## src/rtl/fwd_scoreboard.sv

```systemverilog
// Operand-forwarding scoreboard and load-use stall unit. Tracks the destination
// of DEPTH in-flight stages and picks, per EX operand, the youngest producer.
module fwd_scoreboard #(
  parameter int unsigned NUM_SRC = 2,
  parameter int unsigned DEPTH   = 3,
  parameter int unsigned REG_W   = 5,
  parameter int unsigned SEL_W   = $clog2(DEPTH + 2)
) (
  input  logic                       clk_i,
  input  logic                       rst_i,
  input  logic                       hold_i,
  input  logic                       flush_i,
  input  logic                       issue_valid_i,
  input  logic [NUM_SRC*REG_W-1:0]   issue_rs_i,
  input  logic [NUM_SRC-1:0]         issue_src_imm_i,
  input  logic [REG_W-1:0]           issue_rd_i,
  input  logic                       issue_wr_i,
  input  logic                       issue_is_load_i,
  input  logic                       issue_link_i,
  output logic                       stall_o,
  output logic [NUM_SRC*SEL_W-1:0]   fwd_sel_o,
  output logic [31:0]                stall_cnt_o
);

  logic [DEPTH-1:0]            valid_q, valid_d;
  logic [DEPTH-1:0]            wr_q, wr_d;
  logic [DEPTH-1:0]            ld_q, ld_d;
  logic [DEPTH-1:0][REG_W-1:0] rd_q, rd_d;
  logic [NUM_SRC*REG_W-1:0]    rs_q, rs_d;
  logic [NUM_SRC-1:0]          imm_q, imm_d;
  logic                        link_q, link_d;
  logic [31:0]                 cnt_q, cnt_d;

  logic [DEPTH-1:0]            prod_nz;
  logic                        rs_hit;
  logic [SEL_W-1:0]            sel;

  // A stage can forward only if it writes a non-zero register.
  always_comb begin
    for (int k = 0; k < int'(DEPTH); k++) begin
      prod_nz[k] = valid_q[k] & wr_q[k] & (rd_q[k] != '0);
    end
  end

  always_comb begin
    rs_hit = 1'b0;
    for (int s = 0; s < int'(NUM_SRC); s++) begin
      if (!issue_src_imm_i[s] && (issue_rs_i[s*REG_W +: REG_W] == rd_q[0])) begin
        rs_hit = 1'b1;
      end
    end
    stall_o = issue_valid_i & ~flush_i & prod_nz[0] & ld_q[0] & rs_hit;
  end

  // Scan oldest to youngest so the youngest matching producer wins.
  always_comb begin
    fwd_sel_o = '0;
    sel       = '0;
    for (int s = 0; s < int'(NUM_SRC); s++) begin
      sel = '0;
      if (!valid_q[0]) begin
        sel = '0;
      end else if (link_q) begin
        sel = SEL_W'(DEPTH + 1);
      end else if (imm_q[s]) begin
        sel = SEL_W'(DEPTH);
      end else begin
        for (int k = int'(DEPTH) - 1; k >= 1; k--) begin
          if (prod_nz[k] && (rd_q[k] == rs_q[s*REG_W +: REG_W])) begin
            sel = SEL_W'(k);
          end
        end
      end
      fwd_sel_o[s*SEL_W +: SEL_W] = sel;
    end
  end

  always_comb begin
    valid_d = valid_q;
    wr_d    = wr_q;
    ld_d    = ld_q;
    rd_d    = rd_q;
    rs_d    = rs_q;
    imm_d   = imm_q;
    link_d  = link_q;
    cnt_d   = cnt_q;
    if (!hold_i) begin
      for (int k = 1; k < int'(DEPTH); k++) begin
        valid_d[k] = valid_q[k-1];
        wr_d[k]    = wr_q[k-1];
        ld_d[k]    = ld_q[k-1];
        rd_d[k]    = rd_q[k-1];
      end
      if (flush_i || stall_o) begin
        valid_d[0] = 1'b0;
        wr_d[0]    = 1'b0;
        ld_d[0]    = 1'b0;
        rd_d[0]    = '0;
        rs_d       = '0;
        imm_d      = '0;
        link_d     = 1'b0;
        // stall_o already excludes flush, so only real bubbles are counted.
        if (stall_o && (cnt_q != 32'hFFFF_FFFF)) begin
          cnt_d = cnt_q + 32'd1;
        end
      end else begin
        valid_d[0] = issue_valid_i;
        wr_d[0]    = issue_wr_i;
        ld_d[0]    = issue_is_load_i;
        rd_d[0]    = issue_rd_i;
        rs_d       = issue_rs_i;
        imm_d      = issue_src_imm_i;
        link_d     = issue_link_i;
      end
    end
  end

  always_ff @(posedge clk_i) begin
    if (rst_i) begin
      valid_q <= '0;
      wr_q    <= '0;
      ld_q    <= '0;
      rd_q    <= '0;
      rs_q    <= '0;
      imm_q   <= '0;
      link_q  <= 1'b0;
      cnt_q   <= '0;
    end else begin
      valid_q <= valid_d;
      wr_q    <= wr_d;
      ld_q    <= ld_d;
      rd_q    <= rd_d;
      rs_q    <= rs_d;
      imm_q   <= imm_d;
      link_q  <= link_d;
      cnt_q   <= cnt_d;
    end
  end

  assign stall_cnt_o = cnt_q;

endmodule

```

## config.mk

```make
export PLATFORM = sky130hd
export DESIGN_NAME = fwd_scoreboard
export DESIGN_NICKNAME = d
export VERILOG_FILES = /design/src/rtl/fwd_scoreboard.sv
export SDC_FILE = /design/constraint.sdc
export NUM_CORES = 1
export LEC_CHECK = 0
export ABC_AREA = 1
export BUFFER_PORTS_ARGS = -buffer_cell sky130_fd_sc_hd__clkbuf_2
export CORE_MARGIN = 2
export CORE_UTILIZATION = 35
export CTS_CLUSTER_SIZE = 10
export DETAILED_ROUTE_END_ITERATION = 10
export GPL_ROUTABILITY_DRIVEN = 0
export GPL_TIMING_DRIVEN = 0
export HOLD_SLACK_MARGIN = 0.02
export PLACE_DENSITY = 0.55
export SLEW_MARGIN = 30
export SYNTH_ARGS = -nofsm -noshare
export SYNTH_HDL_FRONTEND = slang
export SYNTH_SLANG_ARGS = --single-unit
```

## constraint.sdc

```tcl
create_clock -name clk_i -period 5.05 [get_ports clk_i]
set_input_delay 0 -clock clk_i [delete_from_list [all_inputs] [get_ports clk_i]]
set_output_delay 0 -clock clk_i [all_outputs]
set_load 0.01 [all_outputs]
```

* After elaboration in Yosys (flattened, before gate mapping)
Index checks and enable logic that the tools add are counted.
** Cells by class
- $add $sub $neg :: 1
- Equal/unequal tests :: 7
- Multiplexer cells :: 19
- Bitwise gates (word level) :: 12
- Reduce and logical (&&, ||, !) cells :: 14
** Operator list (count)
- $add A32 B1 Y32 const B :: 1
- $ne A32 B32 Y1 const B :: 1
- $eq A5 B5 Y1 :: 6
- $mux W3 :: 8
- $reduce_bool A5 Y1 :: 3
- $and A1 B1 Y1 :: 10
- $mux W10 :: 1
- $logic_and A1 B1 Y1 :: 7
- $mux W1 :: 6
- $mux W2 :: 3
- $mux W5 :: 1
- $reduce_and A3 Y1 :: 1
- $logic_not A1 Y1 :: 2
- $not A1 Y1 :: 2
- $logic_or A1 B1 Y1 :: 1
** Word-level totals
- Register bits after elaboration :: 67
- Output and inout bits :: 39
- Logic and storage cells :: 63

* Longest topological paths before layout
Gate-level depths: netlist (run 1).
- Word-level depth :: 8
- Mapped depth :: 12

* Worst setup path before layout (run 1)
Ideal clock, no wire load.
- Path type :: register to register
- From :: register cnt_q[0] (netlist: stall_cnt_o[0])
- To :: register cnt_q[19] (netlist: stall_cnt_o[19])
- Library setup time :: 115 ps
- Arrival time :: 1590 ps
- Setup slack :: 3345 ps
- Cell stages (with the launch flop) :: 12
- Path buffers :: 1
- Period minus slack after synthesis :: 1705 ps
- Path through :: dfxtp_1 ha_1 nand3_1 inv_2 nand2_2 nor2_4 nand3_2 nand2_4 nor2_8 buf_6 a21oi_1 nor2_1
** On the way
- Word-level cells in the longest chain between the ends :: 3
- Elaborated cells on any way between the ends :: 4
- Those cells by class :: add/sub: 1; eq/ne: 1; reduce/logical: 2
** Ends and longest elaborated chain
- start: declaration :: line 32 : logic [31:0] cnt_q, cnt_d;
- start signal: assignment :: line 136 : cnt_q <= cnt_d;
- parallel branches: the longest is 3 deep, another holds $add A32 B1 Y32
Several ways; the timed one is not identified.
A chain may end at the register's enable or synchronous reset.

* Worst setup path after layout (run 1)
- From :: register rd_q[3] in the netlist's numbering
- To :: register link_q
** On the way
- Word-level cells in the longest chain between the ends :: 7
- Elaborated cells on any way between the ends :: 13
- Those cells by class :: eq/ne: 2; mux: 3; bitwise: 4; reduce/logical: 4
** Ends and longest elaborated chain
- start: declaration :: line 28 : logic [DEPTH-1:0][REG_W-1:0] rd_q, rd_d;
- start signal: assignment :: line 132 : rd_q <= rd_d;
- $reduce_bool A5 Y1 or $eq A5 B5 Y1 (tied branches) :: line 41, 48
- $and A1 B1 Y1 or $logic_and A1 B1 Y1 (tied branches) :: line 41, 48
- $and A1 B1 Y1 or $mux W1 (tied branches) (2 in series) :: line 52, 48
- $and A1 B1 Y1 (*) :: line 52 : stall_o = issue_valid_i & ~flush_i & prod_nz[0] & ld_q[0] & rs_hit;
- $logic_or A1 B1 Y1 (*) :: line 94 : if (flush_i || stall_o) begin
- $mux W1 (*) :: line 94
- end signal: assignment :: line 135 : link_q <= link_d;
- end: declaration :: line 31 : logic link_q, link_d;
Every way passes the cells marked *; elsewhere a longest branch is shown, timed or not.

==> parameters.txt, run 1 <==
Parameter                              Value

Run status
  Run status ... complete, no violations

Global route
  Largest net degree at the start of global routing ... 13
  First-pass GRT wire length ... 16900 microns
  Aggregate global routing overflow ... 0
  Number of antenna violations at the first check in global routing ... 0
  GRT Overall Usage ... 0.191
  Via count of the first global-routing pass ... 3407

STA
  Max transition margin ... 0.587
  Worst-case clock skew ... 0.0140 ns
  Timing-limited maximum frequency ... 497 MHz
  Final-report max-slew violation count ... 0
  Summed negative setup slack over all endpoints ... 0 ns
  Final worst hold slack ... 0.207 ns
  Final min period ... 2.01 ns
  Share of the clock period used by the worst path ... 0.399
  Fin. Hold Viols ... 0
  Setup repair after global routing missed its margin ... false
  Setup Viol. Count Final ... 0
  Slew at the pin closest to its max-slew limit ... 0.620 ns

Critical path
  Worst path required time ... 5.29 ns
  Startpoint type of the worst setup path ... flop
  Sort of element at the end of the critical path ... flop
  Critical path class ... reg -> reg
  Worst Path Max Fanout ... 5
  Worst EP arrival ... 2.26 ns

Synth
  Count of unique library cells instantiated by Yosys ... 28
  Area fraction of the dominant cell type after synthesis ... 0.375
  Post-synthesis async set-or-reset flop share ... 0
  Synth Cell Area ... 0.00358 sq mm
  Cell count after synthesis ... 540
  Cell taking the most area after synthesis ... dfxtp_1
  Synth Flop Type ... dfxtp_1
  Fraction of the yosys area taken by sequential cells ... 0.375
  Total of flip-flops plus latches after synthesis ... 67
  Post-synth EDFFs ... 0
  Syn_area_per_cell ... 6.63 sq um
  Most area-consuming cells after synthesis ... dfxtp_1 37%, nand2_1 12%, nor2_1 8.9%
  Syn nets ... 566
  Number of warning messages in the yosys log ... 0

Drt
  DR DRC count ... 0
  Drt initial violations ... 226
  Overall via count from detail_route ... 3777
  Detailed-route vias per instance ... 4.87
  Post-DR wirelength/cell ... 13.3 microns
  Routed Antenna Nets ... 0
  Number of detailed-routing iterations run before antenna repair ... 4
  Total wirelength of the detailed-routed design ... 10300 microns

Clock network
  Post-cts repair resize count ... 0
  Clock tree from TritonCTS ... done
  Clk buf depth ... 2
  CTS H-tree depth ... 3
  Clock input transition at the sequential cells of the worst setup and hold paths ... 0.08 ns
  Clock insertion delay at the later pin of the skew report ... 0.36 ns
  Sink Count ... 67
  Clock buffer count from CTS ... 9
  Library cell used as clock root buffer ... clkbuf_8

Final layout
  Area used by sequential logic in the layout ... 0.00134 sq mm
  Antenna cells ... 0
  Area added between synthesis and finish ... 25.8%
  Final-layout fill cell count ... 1024
  Multi-input gate area in the final layout ... 0.00192 sq mm
  Layout cells sized above 1 ... 0.157
  Net total in the final layout ... 663

Floorplan
  Area of the core ... 0.00986 sq mm
  Starting density of the core ... 0.363
  Cell Rows ... 36
  Chip width ... 105 microns
  Die area ... 0.0111 sq mm
  I/O pin total ... 64
  Die extent in y ... 105 microns

Min path
  Classification of the worst-slack hold path ... in -> reg

Power and ir drop
  Power per cell area ... 256 mW/mm^2
  Pleak ... 1.94 nW
  Largest vdd supply drop ... 0.111 mV

Placed design
  Buffers on Ports ... 63
  Total half-perimeter wirelength after legalization and detailed placement ... 7850 microns

Job
  Max-capacitance violation count ... 0
==> sequential cells by signal (all words and copies together), names as in the netlist <==
signal,cells
ld_q,1
stall_cnt_o,32
link_q,1
valid_q,3
rs_q,10
rd_q,15
imm_q,2
wr_q,3
==> where the power goes <==
part / total, mW / leakage [nW] / switching, mW / internal [mW]
sequential: 0.557 / 0.545 / 0.0159 / 0.541
combinational: 0.111 / 1.30 / 0.0607 / 0.0498
clock: 0.485 / 0.0978 / 0.229 / 0.256
total: 1.15 / 1.94 / 0.306 / 0.847
==> final cells by class <==
cell class / instances / area share
Buffer: 24 / 0.0314
Clock buffer: 11 / 0.0336
Clock inverter: 5 / 0.0136
Inverter: 48 / 0.0400
Multi-Input combinational cell: 401 / 0.426
Sequential cell: 67 / 0.298
Tap cell: 133 / 0.0369
Timing Repair Buffer: 86 / 0.121
==> layout by cell type (no fill, tap or decap), types with 3 or more instances in the layout <==
master	Yosys	routed
a21oi_1	61	61
dlygate4sd3_1	0	23
inv_2	5	5
clkbuf_8	0	11
clkinvlp_4	0	3
nand2_1	115	115
nand4_1	28	28
xor2_1	7	7
clkbuf_1	14	14
o21ai_0	16	16
inv_1	42	42
dfxtp_1	67	67
nor2_1	85	85
clkbuf_2	0	63
nor3_1	11	11
nor4_1	3	3
xnor2_1	13	13
buf_6	6	6
nand3_1	50	50
==> critical path: stages, from the launching register on <==
cell and delay (ns):
dfxtp_1 0.45, inv_2 0.07, nand2_1 0.06, nand2_1 0.05, nor2_1 0.13, nand3_1 0.12
nand2_1 0.09, nand2_2 0.13, nand4_1 0.16, a21oi_1 0.08, dlygate4sd3_1 0.55
==> logic make-up after synthesis <==
family | count (synthesis) | share of synthesized area
fa+ha+maj | 1 | 0.00349
simple gates | 302 | 0.374
flops | 67 | 0.375
buf+inv | 72 | 0.0898
compound gates | 78 | 0.109
xor+xnor | 20 | 0.0489
==> stage by stage <==
stage | utilization | std cells | area, sq um | power (mW) | worst slack [ns]
finish | 0.457 | 775 | 4510 | 1.15 | 3.04
global placement | 0.412 | 736 | 4060 | 0.665 | 3.12
floorplan | - | 540 | 3580 | 0.630 | 3.34
detailed placement | 0.412 | 736 | 4060 | 0.666 | 3.09
CTS | 0.457 | 775 | 4510 | 1.16 | 3.05
global route | 0.457 | 775 | 4510 | 1.20 | 2.86
==> final timing paths <==
path,slack [ns],cells past startpoint,to,from
setup / recovery,3.04,10,link_q,rd_q[3]
hold / removal,0.21,5,stall_cnt_o[1],hold_i
setup reg to reg,3.04,10,link_q,rd_q[3]
hold reg to reg,0.47,2,rd_q[1],rd_q[1]
==> synthesized netlist by cell type (2+ instances only) <==
master    count
buf_2         2
inv_2         5
inv_1        42
a21oi_1      61
nor2_2        2
buf_6         6
o21ai_0      16
clkbuf_1     14
nand4_1      28
nor2_1       85
dfxtp_1      67
nand2_1     115
nand2_2       2
xnor2_1      13
nor3_1       11
and3_1        2
nand3_1      50
xor2_1        7
nor4_1        3
==> per-layer routing <==
layer | global-route usage | up-vias | share of wire
met5 | 0 | - | 0
met4 | 0.0695 | 0 | 0.017
met3 | 0.0362 | 14 | 0.042
met2 | 0.295 | 80 | 0.45
met1 | 0.265 | 1702 | 0.49
li1 | - | 1981 | -
==> repair_timing <==
item                                    CTS  global route
setup buffers                             0             0
endpoints found under the setup margin    0             0
hold buffers                             23             0
endpoints found under the hold margin    21             0
Power figures use the tool's default switching activity.
==> run 2: changes to the inputs <==
--- a/config.mk
+++ b/config.mk
@@ -14,7 +14,7 @@
 export GPL_ROUTABILITY_DRIVEN = 0
 export GPL_TIMING_DRIVEN = 0
 export HOLD_SLACK_MARGIN = 0.02
-export PLACE_DENSITY = 0.55
+export PLACE_DENSITY = 0.57
 export SLEW_MARGIN = 30
 export SYNTH_ARGS = -nofsm -noshare
 export SYNTH_HDL_FRONTEND = slang
==> constraint.sdc (replaced) <==
create_clock -name clk_i -period 1.7 [get_ports clk_i]
set_input_delay 0 -clock clk_i [delete_from_list [all_inputs] [get_ports clk_i]]
set_output_delay 0 -clock clk_i [all_outputs]
set_load 0.01 [all_outputs]
==> run 2 against run 1 <==
  * Register-to-register slack lost 3.0 ns
  * Final area grew 14%
  * Worst setup slack lost 3.0 ns
  * First-iteration DRC count shrank 45%
  * Die area is the same
  * Clock skew shrank 0.0040 ns
  * Total power grew to 3.0 times the previous value
  * Sequential cell count is the same
  * Global-route usage grew 0.95 points
  * Hold slack lost 0.0044 ns
  * Largest power group unchanged
  * Highest routed layer unchanged
==> parameters.txt, run 2 (same netlist as run 1, synthesis figures left out) <==
Parameter                              Value

Global route
  GRT Overall Usage ... 0.201 (was 0.191)
  Number of antenna violations at the first check in global routing ... 0 (unchanged)
  Largest net degree at the start of global routing ... 13 (unchanged)
  First-pass GRT wire length ... 17700 microns (was 16900 microns)
  Via count of the first global-routing pass ... 3714 (was 3407)
  Aggregate global routing overflow ... 0 (unchanged)

STA
  Final min period ... 1.70 ns (was 2.01 ns)
  Final-report max-slew violation count ... 0 (unchanged)
  Setup repair after global routing missed its margin ... true (was false)
  Minimum setup slack in the final design ... 0.000871 ns (was 3.04 ns)
  Slew at the pin closest to its max-slew limit ... 0.538 ns (was 0.620 ns)
  Share of the clock period used by the worst path ... 0.999 (was 0.399)
  Max transition margin ... 0.641 (was 0.587)
  Timing-limited maximum frequency ... 589 MHz (was 497 MHz)
  Setup Viol. Count Final ... 0 (unchanged)
  Worst-case clock skew ... 0.0100 ns (was 0.0140 ns)
  Final worst hold slack ... 0.203 ns (was 0.207 ns)
  Fin. Hold Viols ... 0 (unchanged)

Power and ir drop
  Internal Pwr Total ... 2.61 mW (was 0.847 mW)
  Largest vdd supply drop ... 0.434 mV (was 0.111 mV)
  Switching component of the power ... 0.888 mW (was 0.306 mW)
  Pleak ... 2.13 nW (was 1.94 nW)
  Power per cell area ... 682 mW/mm^2 (was 256 mW/mm^2)
  Relative contribution of combinational cells to total power ... 0.100 (was 0.096)
  Switching share of total power ... 0.254 (was 0.265)
  Register share of total power ... 0.469 (was 0.483)
  Clock network fraction of total power ... 0.432 (was 0.421)

Clock network
  Clk buf depth ... 2 (unchanged)
  Clock buffer count from CTS ... 9 (unchanged)
  Clock tree from TritonCTS ... done (unchanged)
  Clock input transition at the sequential cells of the worst setup and hold paths ... 0.08 ns (about the same)
  Clock insertion delay at the later pin of the skew report ... 0.35 ns (was 0.36 ns)
  Sink Count ... 67 (unchanged)
  CTS H-tree depth ... 3 (unchanged)
  Library cell used as clock root buffer ... clkbuf_8 (unchanged)

Critical path
  Worst EP arrival ... 1.94 ns (was 2.26 ns)
  Startpoint type of the worst setup path ... flop (unchanged)
  Critical path class ... reg -> reg (unchanged)
  Worst Path Max Fanout ... 6 (was 5)
  Worst path required time ... 1.94 ns (was 5.29 ns)
  Reg2reg path depth ... 12 (was 10)
  Sort of element at the end of the critical path ... flop (unchanged)

Final layout
  Final-layout fill cell count ... 970 (was 1024)
  Layout cells sized above 1 ... 0.343 (was 0.157)
  Antenna cells ... 0 (unchanged)
  Post-route core utilization ... 0.520 (was 0.457)
  Most frequent cells in the layout ... 105 x nand2_1, 74 x nor2_1, 62 x clkbuf_2 (was 115 x nand2_1, 85 x nor2_1, 67 x dfxtp_1)
  Leading cell type in the layout, fill and taps excluded ... nand2_1 (unchanged)
  Flip-flop count of the largest register, all copies and words added ... 32 (unchanged)
  Area added between synthesis and finish ... 43.3% (was 25.8%)
  Net total in the final layout ... 680 (was 663)

Drt
  Total wirelength of the detailed-routed design ... 11500 microns (was 10300 microns)
  Routed Antenna Nets ... 0 (unchanged)
  DR DRC count ... 0 (unchanged)
  Overall via count from detail_route ... 4020 (was 3777)
  Detailed-route vias per instance ... 5.08 (was 4.87)
  Drt initial violations ... 125 (was 226)
  Post-DR wirelength/cell ... 14.5 microns (was 13.3 microns)
  Number of detailed-routing iterations run before antenna repair ... 5 (was 4)

Min path
  Cell depth of the worst hold path ... 4 (was 5)
  Classification of the worst-slack hold path ... in -> reg (unchanged)

Floorplan
  Cell Rows ... 36 (unchanged)
  Die extent in y ... 105 microns (unchanged)
  Starting density of the core ... 0.363 (unchanged)
  Area of the core ... 0.00986 sq mm (unchanged)
  Die area ... 0.0111 sq mm (unchanged)
  I/O pin total ... 64 (unchanged)
  Chip width ... 105 microns (unchanged)

Placed design
  DP Worst Slack ... -0.172 ns (was 3.09 ns)
  Buffers on Ports ... 63 (unchanged)
  Total half-perimeter wirelength after legalization and detailed placement ... 7950 microns (was 7850 microns)

Run status
  Run status ... complete, no violations (unchanged)

Job
  Max-capacitance violation count ... 0 (unchanged)
## run 2: cell count changes in the layout (fill, tap and decap cells not counted), moves of 10 or more
cell,previous run,this run
nand3_1,50,30
a21oi_2,0,18
nand3_2,1,21
dfxtp_2,0,19
nand2_1,115,105
nor2_1,85,74
buf_4,1,13
dfxtp_4,0,19
a21oi_1,61,43
dfxtp_1,67,29
## run 2: routing by layer
| layer | vias to the layer above | track usage | wire (microns) |
|---|---|---|---|
| met2 | 133 | 0.350 | 5760 |
| met1 | 1867 | 0.240 | 4890 |
| met4 | 0 | 0.0629 | 194 |
| li1 | 2005 | - | - |
| met3 | 15 | 0.0518 | 617 |
| met5 | - | 0 | 0 |
## run 2: worst max-delay path: stages, from the launching register on
cell	delay [ns]
dfxtp_4	0.36
ha_4	0.17
nand3_2	0.08
inv_2	0.05
nand2_4	0.11
nor2_4	0.06
nand3_2	0.07
nand2_4	0.08
nor2_8	0.23
clkbuf_16	0.19
nand3_2	0.06
nand2_1	0.06
nor2_1	0.05
## run 2: final timing paths
check                 startpoint         endpoint  slack [ns]
setup reg to reg  stall_cnt_o[0]  stall_cnt_o[16]      0.0009
hold / removal            hold_i          rd_q[0]        0.20
hold reg to reg         imm_q[1]         imm_q[1]        0.48
setup / recovery  stall_cnt_o[0]  stall_cnt_o[16]      0.0009
## run 2: per-stage QoR
step           power [mW]  std cells  cell area [sq um]  TNS (ns)
3_3_place_gp         1.97        736               4060     -4.41
2_1_floorplan        1.87        540               3580         0
3_5_place_dp         1.98        736               4060     -4.54
4_1_cts              3.54        779               4600         0
6_report             3.50        792               5130         0
5_1_grt              3.66        792               5130     -1.89
## run 2: power by group through the flow
stage          clock network [mW]  registers [mW]  logic (mW)
3_3_place_gp                    0            1.69       0.277
2_1_floorplan                   0            1.68       0.196
3_5_place_dp                    0            1.69       0.282
5_1_grt                      1.63            1.64       0.390
4_1_cts                      1.56            1.66       0.326
6_report                     1.51            1.64       0.349
## run 2: layout make-up
| cell class | instances | area [sq um] | share of cell area |
|---|---|---|---|
| tap | 133 | 166 | 0.0324 |
| clock inverter | 6 | 88.8 | 0.0173 |
| sequential | 67 | 1440 | 0.280 |
| buffer | 24 | 160 | 0.0312 |
| multi-input combinational | 402 | 2230 | 0.436 |
| timing repair buffer | 102 | 722 | 0.141 |
| clock buffer | 10 | 138 | 0.0268 |
| inverter | 48 | 185 | 0.0361 |
## run 2: repair_timing
action	in CTS	in global routing
resized for setup	23	120
cloned	0	4
buffers inserted	4	9
endpoints found under the hold margin	21	0
endpoints found under the setup margin	35	53
pin swaps	3	18
hold buffers	23	0
==> run 3: changes to the inputs <==
--- a/config.mk
+++ b/config.mk
@@ -14,7 +14,7 @@
 export GPL_ROUTABILITY_DRIVEN = 0
 export GPL_TIMING_DRIVEN = 0
 export HOLD_SLACK_MARGIN = 0.02
-export PLACE_DENSITY = 0.57
+export PLACE_DENSITY = 0.54
 export SLEW_MARGIN = 30
 export SYNTH_ARGS = -nofsm -noshare
 export SYNTH_HDL_FRONTEND = slang
==> run 3 against run 2 <==
  * The flow now finishes with violations (negative setup slack)
  * Clock skew rose by 0.0046 ns
  * Clock power fell by 7%
  * Sequential cell count did not move
  * Routed wire length fell by 6.2%
  * Via count fell by 2.6%
  * Die area did not move
  * Utilization fell by 2.5 points
  * Largest cell class unchanged
==> parameters.txt, run 3 (same netlist as run 1, synthesis figures left out) <==
Parameter                              Value

Clock network
  Clk buf depth ... 2 (unchanged)
  CTS H-tree depth ... 3 (unchanged)
  Sink Count ... 67 (unchanged)
  Clock insertion delay at the later pin of the skew report ... 0.35 ns (about the same)
  Clock input transition at the sequential cells of the worst setup and hold paths ... 0.08 ns (about the same)
  Clock buffer count from CTS ... 9 (unchanged)
  Library cell used as clock root buffer ... clkbuf_8 (unchanged)
  Clock tree from TritonCTS ... done (unchanged)

Floorplan
  Area of the core ... 0.00986 sq mm (unchanged)
  Cell Rows ... 36 (unchanged)
  Die extent in y ... 105 microns (unchanged)
  Die area ... 0.0111 sq mm (unchanged)
  Starting density of the core ... 0.363 (unchanged)
  I/O pin total ... 64 (unchanged)
  Chip width ... 105 microns (unchanged)

STA
  Slew at the pin closest to its max-slew limit ... 0.554 ns (was 0.538 ns)
  Summed negative setup slack over all endpoints ... -0.0357 ns (was 0 ns)
  Fin. Hold Viols ... 0 (unchanged)
  Max transition margin ... 0.631 (was 0.641)
  Final-report max-slew violation count ... 0 (unchanged)
  Worst-case clock skew ... 0.0146 ns (was 0.0100 ns)
  Share of the clock period used by the worst path ... 1.02 (was 0.999)
  Minimum setup slack in the final design ... -0.0357 ns (was 0.000871 ns)
  Timing-limited maximum frequency ... 576 MHz (was 589 MHz)
  Final worst hold slack ... 0.199 ns (was 0.203 ns)
  Setup repair after global routing missed its margin ... true (unchanged)
  Setup Viol. Count Final ... 1 (was 0)
  Final min period ... 1.74 ns (was 1.70 ns)

Min path
  Classification of the worst-slack hold path ... in -> reg (unchanged)
  Min-Delay Startpoint ... hold_i (unchanged)
  Hold Path Sink ... rd_q[4] (was rd_q[0])
  Cell depth of the worst hold path ... 4 (unchanged)

Final layout
  Antenna cells ... 0 (unchanged)
  Net total in the final layout ... 678 (was 680)
  Layout cells sized above 1 ... 0.288 (was 0.343)
  Fin area ... 0.00489 sq mm (was 0.00513 sq mm)
  Area added between synthesis and finish ... 36.5% (was 43.3%)
  Flip-flop count of the largest register, all copies and words added ... 32 (unchanged)
  Most frequent cells in the layout ... 108 x nand2_1, 75 x nor2_1, 63 x clkbuf_2 (was 105 x nand2_1, 74 x nor2_1, 62 x clkbuf_2)
  Leading cell type in the layout, fill and taps excluded ... nand2_1 (unchanged)

Drt
  Drt initial violations ... 173 (was 125)
  Detailed-route vias per instance ... 4.96 (was 5.08)
  DR DRC count ... 0 (unchanged)
  Total wirelength of the detailed-routed design ... 10700 microns (was 11500 microns)
  Routed Antenna Nets ... 0 (unchanged)
  Number of detailed-routing iterations run before antenna repair ... 5 (unchanged)
  Post-DR wirelength/cell ... 13.6 microns (was 14.5 microns)
  Overall via count from detail_route ... 3916 (was 4020)

Placed design
  Total half-perimeter wirelength after legalization and detailed placement ... 7690 microns (was 7950 microns)
  Buffers on Ports ... 63 (unchanged)
  Placed inst area ... 0.00406 sq mm (unchanged)

Critical path
  Reg2reg path depth ... 11 (was 12)
  Startpoint type of the worst setup path ... flop (unchanged)
  R2R Path End ... stall_cnt_o[29] (was stall_cnt_o[16])
  Sort of element at the end of the critical path ... flop (unchanged)
  Worst Path Max Fanout ... 10 (was 6)
  Chain of cells forming the critical path ... ha_4, nand3_2, inv_2, nand2_4, nor2_4, nand3_2, nand2_4, nor2_8, buf_6, a21oi_1, nor2_1 (was ha_4, nand3_2, inv_2, nand2_4, nor2_4, nand3_2, nand2_4, nor2_8, clkbuf_16, nand3_2, nand2_1, nor2_1)
  Total buffers and inverters traversed by the critical path ... 2 (unchanged)
  Critical path class ... reg -> reg (unchanged)
  Worst EP arrival ... 1.96 ns (was 1.94 ns)
  Family with the most delay on the worst path ... simple AND/OR/NAND/NOR gates (unchanged)
  Worst path required time ... 1.93 ns (was 1.94 ns)
  Crit path max-delay cell type ... dfxtp_4 (unchanged)
  Worst flop-to-flop path startpoint ... stall_cnt_o[1] (was stall_cnt_o[0])
  R2R setup slack ... -0.04 ns (was 0.0009 ns)
  CP max stage delay ... 0.39 ns (was 0.36 ns)

Power and ir drop
  Register share of total power ... 0.487 (was 0.469)
  Relative contribution of combinational cells to total power ... 0.099 (was 0.100)
  Internal Pwr Total ... 2.51 mW (was 2.61 mW)
  Largest vdd supply drop ... 0.422 mV (was 0.434 mV)
  Switching component of the power ... 0.878 mW (was 0.888 mW)
  Switching share of total power ... 0.259 (was 0.254)
  Pleak ... 2.08 nW (was 2.13 nW)
  Power per cell area ... 694 mW/mm^2 (was 682 mW/mm^2)
  Clock network fraction of total power ... 0.415 (was 0.432)

Global route
  Largest net degree at the start of global routing ... 13 (unchanged)
  Aggregate global routing overflow ... 0 (unchanged)
  Number of antenna violations at the first check in global routing ... 0 (unchanged)
  First-pass GRT wire length ... 17100 microns (was 17700 microns)
  GRT Overall Usage ... 0.194 (was 0.201)
  Via count of the first global-routing pass ... 3472 (was 3714)

Run status
  Violations in the final reports ... negative setup slack
  Run status ... finished, violations left (was complete, no violations)

Job
  Max-capacitance violation count ... 0 (unchanged)
[run 3: changes by cell type in the layout (fill, tap and decap cells not counted), moves of 3 or more]
cell	previous run	this run
dfxtp_4	19	4
nand2_2	10	7
buf_6	2	6
dfxtp_1	29	36
a21oi_1	43	49
a21oi_2	18	12
nand3_2	21	9
nand2_1	105	108
buf_8	5	1
nand3_1	30	42
dfxtp_2	19	27
[run 3: layout make-up]
cell class                      instances  area, sq um
Buffer                                 24          148
Clock buffer                           11          151
Clock inverter                          5         61.3
Fill cell                            1011         4980
Inverter                               48          180
Multi-Input combinational cell        402         2120
Sequential cell                        67         1390
Tap cell                              133          166
Timing Repair Buffer                  100          672
[run 3: power by group through the flow]
stage          clock network, mW  logic [mW]  registers [mW]
5_1_grt                     1.51       0.377            1.66
3_5_place_dp                   0       0.287            1.69
3_3_place_gp                   0       0.283            1.69
6_report                    1.41       0.334            1.65
2_1_floorplan                  0       0.196            1.68
4_1_cts                     1.44       0.331            1.65
[run 3: worst register-to-register path: stages (launching register included)]
cell and delay [ns]:
dfxtp_4 0.39, ha_4 0.15, nand3_2 0.08, inv_2 0.09, nand2_4 0.07, nor2_4 0.14
nand3_2 0.11, nand2_4 0.13, nor2_8 0.08, buf_6 0.15, a21oi_1 0.15, nor2_1 0.06
[run 3: worst max-delay path by stage]
stage | slack [ns] | to | cells after the start | from
after floorplan | 0.02 | stall_cnt_o[19] | 11 | stall_cnt_o[1]
after global placement | -0.20 | stall_cnt_o[25] | 9 | stall_cnt_o[2]
after detailed placement | -0.21 | stall_cnt_o[25] | 9 | stall_cnt_o[2]
after CTS | 0.006 | stall_cnt_o[29] | 10 | stall_cnt_o[9]
after global routing | -0.13 | stall_cnt_o[29] | 11 | stall_cnt_o[1]
final | -0.04 | stall_cnt_o[29] | 11 | stall_cnt_o[1]
[run 3: timing repair]
| item | in CTS | in global routing |
|---|---|---|
| buffers inserted | 5 | 6 |
| gates resized for setup | 23 | 68 |
| endpoints found under the hold margin | 21 | 0 |
| gates cloned | 2 | 2 |
| hold buffers | 23 | 0 |
| pin swaps | 3 | 12 |
| setup endpoints to repair | 33 | 56 |
[run 3: per-layer routing]
layer / GRT usage / part of all wire
met1: 0.260 / 0.47
met2: 0.311 / 0.47
met3: 0.0393 / 0.039
met4: 0.0638 / 0.017
met5: 0 / 0
[run 3: stage by stage]
| step | setup WS (ns) | utilization | cells | power, mW |
|---|---|---|---|---|
| global route | -0.126 | 0.495 | 790 | 3.55 |
| detailed placement | -0.211 | 0.412 | 736 | 1.98 |
| CTS | 0.00644 | 0.468 | 782 | 3.43 |
| global placement | -0.198 | 0.412 | 736 | 1.97 |
| finish | -0.0357 | 0.495 | 790 | 3.39 |
| floorplan | 0.0153 | - | 540 | 1.87 |
